==> src/rtl/score_counter_pkg.sv <==
// score_pkg: shared state encoding and default widths for the score_counter block.
// Revision 1.0
`default_nettype none

package score_pkg;

  localparam int DEF_CNT_W     = 16;
  localparam int DEF_MAX_SCORE = 999;
  localparam int MISS_W        = 3;

  typedef enum logic [1:0] {
    ST_IDLE      = 2'd0,
    ST_PLAYING   = 2'd1,
    ST_GAME_OVER = 2'd2
  } state_t;

endpackage

`default_nettype wire

==> src/rtl/score_counter_if.sv <==
// score_counter_if: player-input and score-output bundle between game logic and score_counter.
// Revision 1.0
`default_nettype none

interface score_counter_if
  import score_pkg::*;
#(
  parameter int CNT_W = DEF_CNT_W
);

  logic              start;
  logic              hit;
  logic [3:0]        hit_points;
  logic              miss;
  logic [CNT_W-1:0]  how_many;
  logic [CNT_W-1:0]  high_score;
  logic [MISS_W-1:0] misses;
  logic [1:0]        state;
  logic              game_over;
  logic              new_high;

  modport master (
    output start, hit, hit_points, miss,
    input  how_many, high_score, misses, state, game_over, new_high
  );

  modport slave (
    input  start, hit, hit_points, miss,
    output how_many, high_score, misses, state, game_over, new_high
  );

endinterface

`default_nettype wire

==> src/rtl/score_counter_edge_detect.sv <==
// edge_detect: single-bit rising-edge detector, pulse is high for one cycle per 0->1 transition.
// Revision 1.0
`default_nettype none

module edge_detect (
  input  logic clk,
  input  logic rst_n,
  input  logic din,
  output logic pulse
);

  logic prev;

  always_ff @(posedge clk) begin
    if (!rst_n) begin
      prev <= 1'b0;
    end else begin
      prev <= din;
    end
  end

  assign pulse = din & ~prev;

endmodule

`default_nettype wire

==> src/rtl/score_counter.sv <==
// score_counter: weighted hit scoring with streak bonus, miss limit, saturation and session high score.
// Revision 1.0
`default_nettype none

module score_counter
  import score_pkg::*;
#(
  parameter int CNT_W        = DEF_CNT_W,
  parameter int MAX_SCORE    = DEF_MAX_SCORE,
  parameter int MISS_LIMIT   = 3,
  parameter int BONUS_STREAK = 5,
  parameter int BONUS_POINTS = 5
) (
  input  logic           clk,
  input  logic           rst_n,
  score_counter_if.slave bus
);

  localparam int STREAK_W = 4;
  localparam logic [CNT_W:0]        MAX_EXT    = (CNT_W+1)'(MAX_SCORE);
  localparam logic [CNT_W:0]        BONUS_EXT  = (CNT_W+1)'(BONUS_POINTS);
  localparam logic [STREAK_W-1:0]   STREAK_TGT = STREAK_W'(BONUS_STREAK);
  localparam logic [MISS_W-1:0]     MISS_MAX   = MISS_W'(MISS_LIMIT);

  logic start_ev, hit_ev, miss_ev;

  edge_detect u_start_edge (.clk(clk), .rst_n(rst_n), .din(bus.start), .pulse(start_ev));
  edge_detect u_hit_edge   (.clk(clk), .rst_n(rst_n), .din(bus.hit),   .pulse(hit_ev));
  edge_detect u_miss_edge  (.clk(clk), .rst_n(rst_n), .din(bus.miss),  .pulse(miss_ev));

  state_t              state_q, state_d;
  logic [CNT_W-1:0]    score_q, score_d;
  logic [CNT_W-1:0]    high_q, high_d;
  logic [MISS_W-1:0]   misses_q, misses_d, misses_inc;
  logic [STREAK_W-1:0] streak_q, streak_d, hit_streak;
  logic                new_high_q, new_high_d;
  logic [CNT_W:0]      sum;
  logic [CNT_W-1:0]    hit_score;
  logic                bonus;

  always_ff @(posedge clk) begin
    if (!rst_n) begin
      state_q    <= ST_IDLE;
      score_q    <= '0;
      high_q     <= '0;
      misses_q   <= '0;
      streak_q   <= '0;
      new_high_q <= 1'b0;
    end else begin
      state_q    <= state_d;
      score_q    <= score_d;
      high_q     <= high_d;
      misses_q   <= misses_d;
      streak_q   <= streak_d;
      new_high_q <= new_high_d;
    end
  end

  always_comb begin
    state_d    = state_q;
    score_d    = score_q;
    high_d     = high_q;
    misses_d   = misses_q;
    streak_d   = streak_q;
    new_high_d = new_high_q;

    // Hit arithmetic is one bit wider so the clamp sees the true sum including bonus.
    hit_streak = streak_q + STREAK_W'(1);
    bonus      = (hit_streak == STREAK_TGT);
    sum        = {1'b0, score_q} + (CNT_W+1)'(bus.hit_points);
    if (bonus) begin
      sum = sum + BONUS_EXT;
    end
    hit_score  = (sum > MAX_EXT) ? MAX_EXT[CNT_W-1:0] : sum[CNT_W-1:0];
    misses_inc = misses_q + MISS_W'(1);

    if (start_ev) begin
      state_d    = ST_PLAYING;
      score_d    = '0;
      misses_d   = '0;
      streak_d   = '0;
      new_high_d = 1'b0;
    end else if (state_q == ST_PLAYING) begin
      if (hit_ev) begin
        score_d  = hit_score;
        streak_d = bonus ? '0 : hit_streak;
      end
      if (miss_ev) begin
        streak_d = '0;
        misses_d = misses_inc;
        if (misses_inc == MISS_MAX) begin
          state_d = ST_GAME_OVER;
          if (score_d > high_q) begin
            high_d     = score_d;
            new_high_d = 1'b1;
          end
        end
      end
    end else if (state_q != ST_IDLE && state_q != ST_GAME_OVER) begin
      state_d = ST_IDLE;
    end
  end

  assign bus.how_many   = score_q;
  assign bus.high_score = high_q;
  assign bus.misses     = misses_q;
  assign bus.state      = state_q;
  assign bus.game_over  = (state_q == ST_GAME_OVER);
  assign bus.new_high   = new_high_q;

endmodule

`default_nettype wire

==> src/flat_wrapper.sv <==
// flat-port wrapper written by rule: the top's interface ports become plain ports
module score_counter_flat import score_pkg::*;
#(
  parameter int CNT_W        = DEF_CNT_W,
  parameter int MAX_SCORE    = DEF_MAX_SCORE,
  parameter int MISS_LIMIT   = 3,
  parameter int BONUS_STREAK = 5,
  parameter int BONUS_POINTS = 5
)
  (clk, rst_n, bus_start, bus_hit, bus_hit_points, bus_miss, bus_how_many, bus_high_score, bus_misses, bus_state, bus_game_over, bus_new_high);
  score_counter_if #(.CNT_W(CNT_W)) bus_i ();
  input  logic clk;
  input  logic rst_n;
  input wire logic [$bits(bus_i.start)-1:0] bus_start;
  input wire logic [$bits(bus_i.hit)-1:0] bus_hit;
  input wire logic [$bits(bus_i.hit_points)-1:0] bus_hit_points;
  input wire logic [$bits(bus_i.miss)-1:0] bus_miss;
  output wire logic [$bits(bus_i.how_many)-1:0] bus_how_many;
  output wire logic [$bits(bus_i.high_score)-1:0] bus_high_score;
  output wire logic [$bits(bus_i.misses)-1:0] bus_misses;
  output wire logic [$bits(bus_i.state)-1:0] bus_state;
  output wire logic [$bits(bus_i.game_over)-1:0] bus_game_over;
  output wire logic [$bits(bus_i.new_high)-1:0] bus_new_high;
  assign bus_i.start = bus_start;
  assign bus_i.hit = bus_hit;
  assign bus_i.hit_points = bus_hit_points;
  assign bus_i.miss = bus_miss;
  assign bus_how_many = bus_i.how_many;
  assign bus_high_score = bus_i.high_score;
  assign bus_misses = bus_i.misses;
  assign bus_state = bus_i.state;
  assign bus_game_over = bus_i.game_over;
  assign bus_new_high = bus_i.new_high;
  score_counter #(.CNT_W(CNT_W), .MAX_SCORE(MAX_SCORE), .MISS_LIMIT(MISS_LIMIT), .BONUS_STREAK(BONUS_STREAK), .BONUS_POINTS(BONUS_POINTS)) u_core (.clk(clk), .rst_n(rst_n), .bus(bus_i));
endmodule
==> config.mk <==
export PLATFORM = sky130hd
export DESIGN_NAME = score_counter_flat
export DESIGN_NICKNAME = d
export VERILOG_FILES = /design/src/rtl/score_counter_pkg.sv /design/src/rtl/score_counter_if.sv /design/src/rtl/score_counter_edge_detect.sv /design/src/rtl/score_counter.sv /design/src/flat_wrapper.sv
export SDC_FILE = /design/constraint.sdc
export NUM_CORES = 1
export LEC_CHECK = 0
export ABC_AREA = 1
export BUFFER_PORTS_ARGS = -buffer_cell sky130_fd_sc_hd__clkbuf_2
export CAP_MARGIN = 0
export CORE_UTILIZATION = 36
export CTS_CLUSTER_SIZE = 40
export DETAILED_ROUTE_END_ITERATION = 8
export GPL_TIMING_DRIVEN = 0
export PLACE_DENSITY = 0.56
export SYNTH_ARGS = -nofsm -noshare
export SYNTH_HDL_FRONTEND = slang
export SYNTH_SLANG_ARGS = --single-unit
==> constraint.sdc <==
create_clock -name clk -period 11.1 [get_ports clk]
set_input_delay 1.665 -clock clk [delete_from_list [all_inputs] [get_ports clk]]
set_output_delay 1.665 -clock clk [all_outputs]
set_load 0.02 [all_outputs]
* Yosys cells after proc, flatten, opt, wreduce, memory -nomap -nowiden *
Cells that the tools add are included.

operators by class
  reduce and logical (&&, ||, !) cells = 12
  mux-type cells = 13
  shift operators = 0
  bitwise operators = 8
  divide/modulo/power cells = 0
  multiply operators = 0
  equality and inequality tests = 9
  $add $sub $neg = 4
  magnitude comparators = 2

operators with widths
  kind                   number
  $mux 16                4
  $add 16x4->17          1
  $add 17x3->17 const B  1
  $gt 17x10->1 const B   1
  $mux 17                1
  $gt 16x16->1           1
  $mux 4                 3
  $mux 2                 4
  $reduce_and 3->1       2
  $reduce_bool 2->1      3
  $not 1->1              5
  $reduce_and 5->1       1
  $add 4x1->4 const B    1
  $eq 4x3->1 const B     1
  $ne 2x2->1 const B     2
  $reduce_and 2->1       2
  $reduce_and 4->1       1
  $add 3x1->3 const B    1
  $and 1x1->1            3
  $eq 3x2->1 const B     1
  $ne 3x1->1 const B     1
  $ne 3x2->1 const B     1
  $reduce_bool 3->1      1
  $eq 2x1->1 const B     1
  other kinds (5)        5

word-level totals
  bits in registers = 45
  latch bits = 0
  logic and storage cells = 58
  output and inout port bits = 39
  bits in read-only memories = 0
  input port bits = 9
  memory bits (writable) = 0
  memories = 0

* Longest topological paths before layout *
Gate-level depths: netlist of run 1.

  word-level depth = 10
  depth in mapped cells = 35

* Modules after synthesis *
Synthesis of run 1 repeated with hierarchy kept, for this count alone.

unflattened totals
  cell total of the unflattened synthesis = 528
  area, all modules = 3448.3 um2

modules (own cells, without submodules)
  module         area each (um2)  instances  cells each  sequential area each (um2)
  score_counter  3335.7           1          513         840.8
  edge_detect    37.5             3          5           20.0

* Least setup slack after synthesis of run 1 *
OpenSTA, ideal clock, no wires.

  path type = input port to flip-flop
  start = in bus_hit_points[0]
  end = reg u_core.high_q[10] (netlist: u_core.bus.high_score[10])
  stages = 34
  path buffers = 2
  slack = 5.536 ns
  library setup time = 0.138 ns
  data arrival time = 5.426 ns
  path through = ha_1 > inv_1 > fa_1 > inv_1 > ha_1 > inv_1 > nand2_1 > nand3_1 > nor2_2 > nand3_2 > nor2_2 > inv_1 > nand2_1 > inv_2 > nand3b_1 > nor2_2 > nor2_2 > buf_6 > nand3_2 > nand2_1 > inv_1 > ha_1 > inv_1 > nor2_1 > nor2_1 > o21ai_0 > a221oi_1 > o21ai_0 > nand2_1 > nor2_1 > inv_1 > clkbuf_1 > nor2_1 > a211oi_1

between the ends
  longest elaborated chain between the ends = 10

ends and longest elaborated chain
  element                            line                 text
  from (decl)                        flat_wrapper.sv:16   input wire logic [$bits(bus_i.hit_points)-1:0] bus_hit_points;
  $add 16x4->17 (*)                  score_counter.sv:70  sum = {1'b0, score_q} + (CNT_W+1)'(bus.hit_points);
  $add 17x3->17                      score_counter.sv:72  sum = sum + BONUS_EXT;
  $mux 17 (*)                        score_counter.sv:71  if (bonus) begin
  $gt 17x10->1                       score_counter.sv:74  hit_score = (sum > MAX_EXT) ? MAX_EXT[CNT_W-1:0] : sum[CNT_W-1:0];
  $mux 16 (*)                        score_counter.sv:74
  $mux 16 (*)                        score_counter.sv:84  if (hit_ev) begin
  $mux 16 (*)                        score_counter.sv:83  end else if (state_q == ST_PLAYING) begin
  $mux 16 (*)                        score_counter.sv:77  if (start_ev) begin
  $gt 16x16->1                       score_counter.sv:93  if (score_d > high_q) begin
  $reduce_and 5->1 (no source line)  -
  to (signal assigned)               score_counter.sv:52  high_q <= high_d;
  to (decl)                          score_counter.sv:33  logic [CNT_W-1:0] high_q, high_d;

Every way passes the cells marked *; elsewhere a longest branch is shown, timed or not. The select of a mux whose other input is x is not followed.
A chain may end at the register's enable or synchronous reset.

* Worst setup path in the final report of run 1 *
  start = in bus_hit_points[0]
  end = reg u_core.high_q[12] (netlist: u_core.bus.high_score[12])

The elaborated chain is that of the path after synthesis.

==> summary.md, run 1 <==
| Metric | Value |
|---|---|
| Actual slew at the worst max-slew pin | approximately 0.57 ns |
| CTS Buf Count | 5 |
| FF+latch area | approximately 900 µm² |
| Count of different cell masters after synthesis | 36 |
| # resized after CTS | 0 |
| Pin count of the biggest net entering global routing | 14 |
| Sw frac | 28.10% |
| Synthesized flop and latch total | 45 |
| Clock Sinks | 45 |
| Starting Density | ~38% |
| Sequential Power Share | approximately 47% |
| Initial antenna violation count | 0 |
| Worst EP arrival | 6.53 ns |
| Worst EP required | 11.27 ns |
| Rows | 36 |
| Setup TNS | 0 ns |
| Final period utilization | a little under three fifths |
| Die area | ~0.011 mm² |
| Ys flop type | dfxtp_1 |
| Die Ht | around 100 µm |
| Synth top area share | approximately 24% |
| Post-Place Worst Slack | around 4.3 ns |
| Synth area leaders | dfxtp_1 24%, nand2_1 14%, inv_1 10%, ha_1 8.4%, nand3_1 6.2% |
| Multi-input gate area | 0.002332 mm² |
| Post-synth top area cell | dfxtp_1 |
| CTS max path bufs | 2 |
| Cell with the most instances after synthesis | nand2_1 |
| Clock power frac | 37.1% |
| Pwr dens | roughly 84 mW/mm² |
| Finished Cell Area | around 0.0042 mm² |
| Kind of critical path | in2reg |
| Hold_buf cts | 0 |
| Core Area | a little under 0.01 mm² |
| Outcome | finished, final reports clean |
| Top Usage Layer GRT | met2 |
| Final setup margin | between 4 and 5 ns |
| Nets | between 600 and 700 |
| CTS tree | yes |
| Crit-path max FO | 10 |
| Overall routing resource usage | approximately a fifth |
| Skew final | around 0.0073 ns |
| Worst Setup End Kind | flop |
| Met2 usage | about a third |
| Async SR Flop Fraction | 0% |
| Leak pwr | 0.002083 µW |
| Per-cell routed wire length | around 13 µm |
| Crit-path most repeated cell | inv_1 |
| Port buffer count | 47 |
| DRC | 0 |
| 1st-pass router iterations | 4 |
| Setup Buffers After CTS | 0 |
| Yosys warns | 0 |
| VDD IR max | between 0.00006 and 0.00007 V |
| Clock Latency Late Sink | just over 0.3 ns |
| Fmax | 0.1574 GHz |
| Unrepaired setup endpoints after global routing | no |
| H-tree levels | 2 |
| Synthesized area per cell | 6.368 µm² |
| Startpoint types | input pin |
| Seq/Total Area, Yosys | 24.27% |
| EDFF count, synth | 0 |
| Hold Fails Final Rpt | 0 |
| Area Overhead vs Synth | 13.95% |
| First-iteration detailed-routing DRC count | around 130 |
| Clock Tree Root | clkbuf_8 |
| Reg clk slew, reported paths | around 0.090 ns |
| P_sw | 99.86 µW |
| Post-synthesis cell area | roughly 0.0037 mm² |
| GPL Wtd Cong | between 0.8 and 0.9 |
| Comb power frac | 16.2% |
| Vias in the first global route | about 3500 |
| Most instantiated cells after synthesis | 138 x nand2_1, 99 x inv_1, 52 x nor2_1 |
| GRT overflow | 0 |
| Routed Antenna Nets | 0 |
| Post-Synthesis Cells | 583 |
| Met3 Use GR | between 2 and 2.5% |
| Max stage delay cell, worst path | fa_1 |
| Rel. slew slack | 61.99% |
| Detailed Route WL | ~9700 µm |
| Post-detail-place hpwl | roughly 8100 µm |
| Power Internal | 255.5 µW |
| Filler cells | 1072 |
| Antenna cell count | 0 |
| Largest stage delay, worst path | around 0.51 ns |
| Share of post-route cells with drive strength above 1 | a little under 20% |
| Placed inst area | between 0.004 and 0.005 mm² |
| Vias per inst | approximately 4.7 |
| Vias | approximately 3700 |
| Final setup fails | 0 |
| Met1 Usage GRT | between 20% and 30% |
| Hold/Removal Path Class | reg2reg |
| Final slew viol count | 0 |
| Mapped Nets | ~620 |
| Io pins | between 40 and 50 |
| Die X | 103.5 µm |
| Power, Total | roughly 360 µW |
| Final period demand of the worst path | about 6.4 ns |
| Maximum capacitance violations | 0 |
| First-pass GRT wire length | 16730 µm |
[power groups by stage]
stage	Sequential (µW)	Clock [µW]	Combinational, µW
2_1_floorplan	171	0	40.3
3_3_place_gp	170	0	56.8
3_5_place_dp	170	0	57.7
4_1_cts	166	136	58.0
5_1_grt	166	142	66.2
6_report	166	132	57.6
[sequential cells by signal (all words and copies together), names as in the netlist]
signal                    cells
u_core.bus.how_many          16
u_core.bus.high_score        16
u_core.streak_q               4
u_core.bus.misses             3
u_core.u_start_edge.prev      1
u_core.bus.state              2
u_core.u_miss_edge.prev       1
u_core.bus.new_high           1
u_core.u_hit_edge.prev        1
[final timing paths]
check	slack [ns]	start	depth (start not counted)	endpoint
worst max-delay path	4.75	bus_hit_points[0]	35	u_core.bus.high_score[12]
worst min-delay path	0.46	u_core.bus.new_high	2	u_core.bus.new_high
worst max register to register	5.76	u_core.bus.how_many[0]	34	u_core.bus.high_score[12]
worst min register to register	0.46	u_core.bus.new_high	2	u_core.bus.new_high
[worst max-delay path, delay by kind of cell]
kind | cells | cell delay, ns
fa+ha+maj | 4 | 1.14
compound gates | 4 | 0.58
simple gates | 17 | 2.01
buf+inv | 10 | 1.12
[final cells by class]
class | count | share of cell area (%)
Buffer | 10 | 1.568
Clock buffer | 7 | 2.041
Clock inverter | 1 | 0.7098
Inverter | 110 | 9.760
Multi-Input combinational cell | 418 | 55.13
Sequential cell | 45 | 21.30
Tap cell | 133 | 3.934
Timing Repair Buffer | 47 | 5.560
[cell families after synthesis]
group / Yosys count / synth area share [%]
xor gates and xnor gates: 4 / 0.9439
buffers and inverters: 120 / 12.91
and+or+nand+nor: 315 / 42.30
adders and majority gates: 26 / 8.965
DFF: 45 / 24.27
AOI/OAI and AO/OA: 73 / 10.62
[metrics by stage]
| step | util (%) | hold slack (ns) | cells |
|---|---|---|---|
| 6_report | 42.88 | 0.4649 | 771 |
| 5_1_grt | 42.88 | 0.5079 | 771 |
| 4_1_cts | 42.88 | 0.4680 | 771 |
| 3_5_place_dp | 41.70 | 0.4547 | 763 |
| 3_3_place_gp | 41.70 | 0.4516 | 763 |
| 2_1_floorplan | - | 0.4582 | 583 |
[routing by layer]
layer  vias up  share of wire, %  wire [µm]
li1       1961                 -          -
met1      1621                48       4638
met2        59                47       4558
met3         9               3.5        342
met4         0               1.4        131
met5         -                 0          0
[cells in the final DEF, fill, tap and decap left out, types with 2 or more instances in the layout]
master,count
nand3_1,46
clkbuf_2,47
o21ai_0,19
clkbuf_8,6
nand2_1,138
nand3_4,3
nor2_4,4
nor2_2,11
o21ai_1,6
clkinv_1,3
and2_1,2
nand4_1,11
ha_1,25
clkbuf_1,7
nand3_2,18
nor2_1,52
a211oi_1,6
inv_1,99
a21oi_1,38
dfxtp_1,45
nor3_1,7
nand2_2,19
inv_2,8
xor2_1,3
No activity file was read; power rests on OpenSTA's default activity.
==> inputs of run 2 (changes only) <==
- PLACE_DENSITY: 0.56 -> 0.58
- clock period: 11.1 -> 5.8 ns (I/O delays scaled with it)
==> run 2 against run 1 <==
Net effect: routed wire length grew 1.4%; highest routed layer unchanged; hold slack better by 0.00052 ns; first-iteration DRC count shrank 3.2%; global-route usage down 0.20 points; largest cell class unchanged.
==> summary.md, run 2 (synthesized netlist as in run 1, its figures left out) <==
| Metric | Value |
|---|---|
| Outcome | finished, final reports clean |
| Final period demand of the worst path | 5.234 ns |
| Per-cell routed wire length | 12.67 µm |
| Sw frac | ~29% |
| CTS tree | yes |
| P_sw | 195.5 µW |
| Rows | 36 |
| CTS max path bufs | 2 |
| Pwr dens | about 160 mW/mm² |
| Comb power frac | roughly 16% |
| Hold_buf cts | 0 |
| VDD IR max | approximately 0.0001 V |
| Detailed Route WL | 9807 µm |
| Flop2flop setup slack | ~0.77 ns |
| CTS Buf Count | 5 |
| Clock Sinks | 45 |
| Rel. slew slack | around 62% |
| Area Overhead vs Synth | 14.83% |
| Vias per inst | ~4.8 |
| Clock Tree Root | clkbuf_8 |
| Reg clk slew, reported paths | roughly 0.090 ns |
| Actual slew at the worst max-slew pin | 0.5742 ns |
| Setup TNS | 0 ns |
| Vias in the first global route | about 3600 |
| CP startpoint | bus_hit_points[0] |
| 1st-pass router iterations | 4 |
| Worst hold margin | between 0.4 and 0.5 ns |
| Share of post-route cells with drive strength above 1 | between 20% and 30% |
| Final setup fails | 0 |
| FF-to-FF End | u_core.bus.high_score[13] |
| Antenna cell count | 0 |
| Kind of critical path | in2reg |
| Fin cells | ~770 |
| Placed insts | ~760 |
| Maximum capacitance violations | 0 |
| GRT overflow | 0 |
| Initial antenna violation count | 0 |
| Die Ht | between 100 and 150 µm |
| R2R depth | 32 |
| Startpoint types | input pin |
| Most frequent cells in the layout | 138 x nand2_1, 99 x inv_1, 51 x nor2_1 |
| Nets | just under 700 |
| First-pass GRT wire length | about 17000 µm |
| Crit Reg-Reg Startpoint | u_core.bus.how_many[0] |
| Die area | between 0.01 and 0.015 mm² |
| Power, Total | 685.1 µW |
| DRC | 0 |
| Finished Core Util | 43.21% |
| Final slew viol count | 0 |
| Final period utilization | approximately 90% |
| Core Area | about 0.0099 mm² |
| Crit-path most repeated cell | inv_1 |
| Unrepaired setup endpoints after global routing | no |
| Sequential Power Share | about 46% |
| GPL Wtd Cong | slightly below 0.9 |
| Skew final | approximately 0.012 ns |
| Starting Density | a little under two fifths |
| Port buffer count | 47 |
| Die X | 103.5 µm |
| Leak pwr | about 0.0021 µW |
| Worst EP arrival | 5.45 ns |
| First-iteration detailed-routing DRC count | between 100 and 150 |
| Power Internal | slightly below 500 µW |
| Routed Antenna Nets | 0 |
| Crit-path max FO | 10 |
| Most common cell after layout, fill and taps aside | nand2_1 |
| Largest stage delay, worst path | 0.40 ns |
| Overall routing resource usage | between 10% and 20% |
| Pin count of the biggest net entering global routing | 14 |
| Max stage delay cell, worst path | fa_1 |
| Hold/Removal Path Class | reg2reg |
| Worst EP required | about 6 ns |
| Critical path endpoint | u_core.bus.high_score[13] |
| H-tree levels | 2 |
| Clock power frac | 37.3% |
| Fmax | about 0.19 GHz |
| Clock Latency Late Sink | just over 0.3 ns |
| Io pins | 48 |
| Worst Setup End Kind | flop |
| Vias | 3682 |
| Hold Fails Final Rpt | 0 |
| Post-detail-place hpwl | between 8000 and 9000 µm |
[run 2: cell count changes in the layout (fill, tap and decap cells not counted)]
cell / before / now
a2111oi_1: 0 / 1
nor2_1: 52 / 51
clkbuf_2: 47 / 48
o21ai_0: 19 / 18
a2111oi_0: 1 / 0
clkbuf_1: 7 / 6
buf_4: 1 / 4
nor2_4: 4 / 5
o21ai_1: 6 / 7
[run 2: layout make-up]
class                           count  area (µm²)
Inverter                          110       412.9
Timing Repair Buffer               50       257.7
Clock inverter                      1       30.03
Sequential cell                    45       900.9
Tap cell                          133       166.4
Clock buffer                        7       86.33
Buffer                             10       67.56
Multi-Input combinational cell    418        2341
Fill cell                        1064        5602
[run 2: through the flow]
stage	area (µm²)	setup WS, ns
floorplan	3712	1.031
global placement	4114	-0.04521
detailed placement	4114	-0.1681
CTS	4230	0.1093
global route	4263	0.01774
finish	4263	0.5661
[run 2: critical path: cells and delay by family]
family | cells | cell delay [ns]
and+or+nand+nor | 18 | 2.02
adders and majority gates | 3 | 0.90
buffers and inverters | 8 | 0.96
AOI/OAI and AO/OA | 4 | 0.69
[run 2: repair_timing]
| item | in CTS | in global routing |
|---|---|---|
| setup endpoints to repair | 0 | 16 |
| buffers inserted | 0 | 3 |
| gates resized for setup | 0 | 6 |
[run 2: worst min-delay path by stage]
stage                     endpoint  depth (start not counted)           startpoint  slack [ns]
3_5_place_dp   u_core.bus.new_high                          2  u_core.bus.new_high        0.45
5_1_grt        u_core.bus.new_high                          2  u_core.bus.new_high        0.49
4_1_cts        u_core.bus.new_high                          2  u_core.bus.new_high        0.47
6_report       u_core.bus.new_high                          2  u_core.bus.new_high        0.47
2_1_floorplan   u_core.streak_q[3]                          2   u_core.streak_q[3]        0.46
3_3_place_gp   u_core.bus.new_high                          2  u_core.bus.new_high        0.45
[run 2: power groups by stage]
stage          Clock, µW  Combinational, µW  Sequential (µW)
2_1_floorplan          0               77.1              328
3_3_place_gp           0                108              325
3_5_place_dp           0                111              325
4_1_cts              261                111              318
5_1_grt              274                128              318
6_report             255                112              318
[run 2: layer usage]
layer,vias up,GRT usage (%),share of wire (%)
li1,1966,-,-
met2,41,33.60,48
met5,-,0,0
met3,9,1.825,2.1
met4,0,4.141,1.0
met1,1666,24.79,49
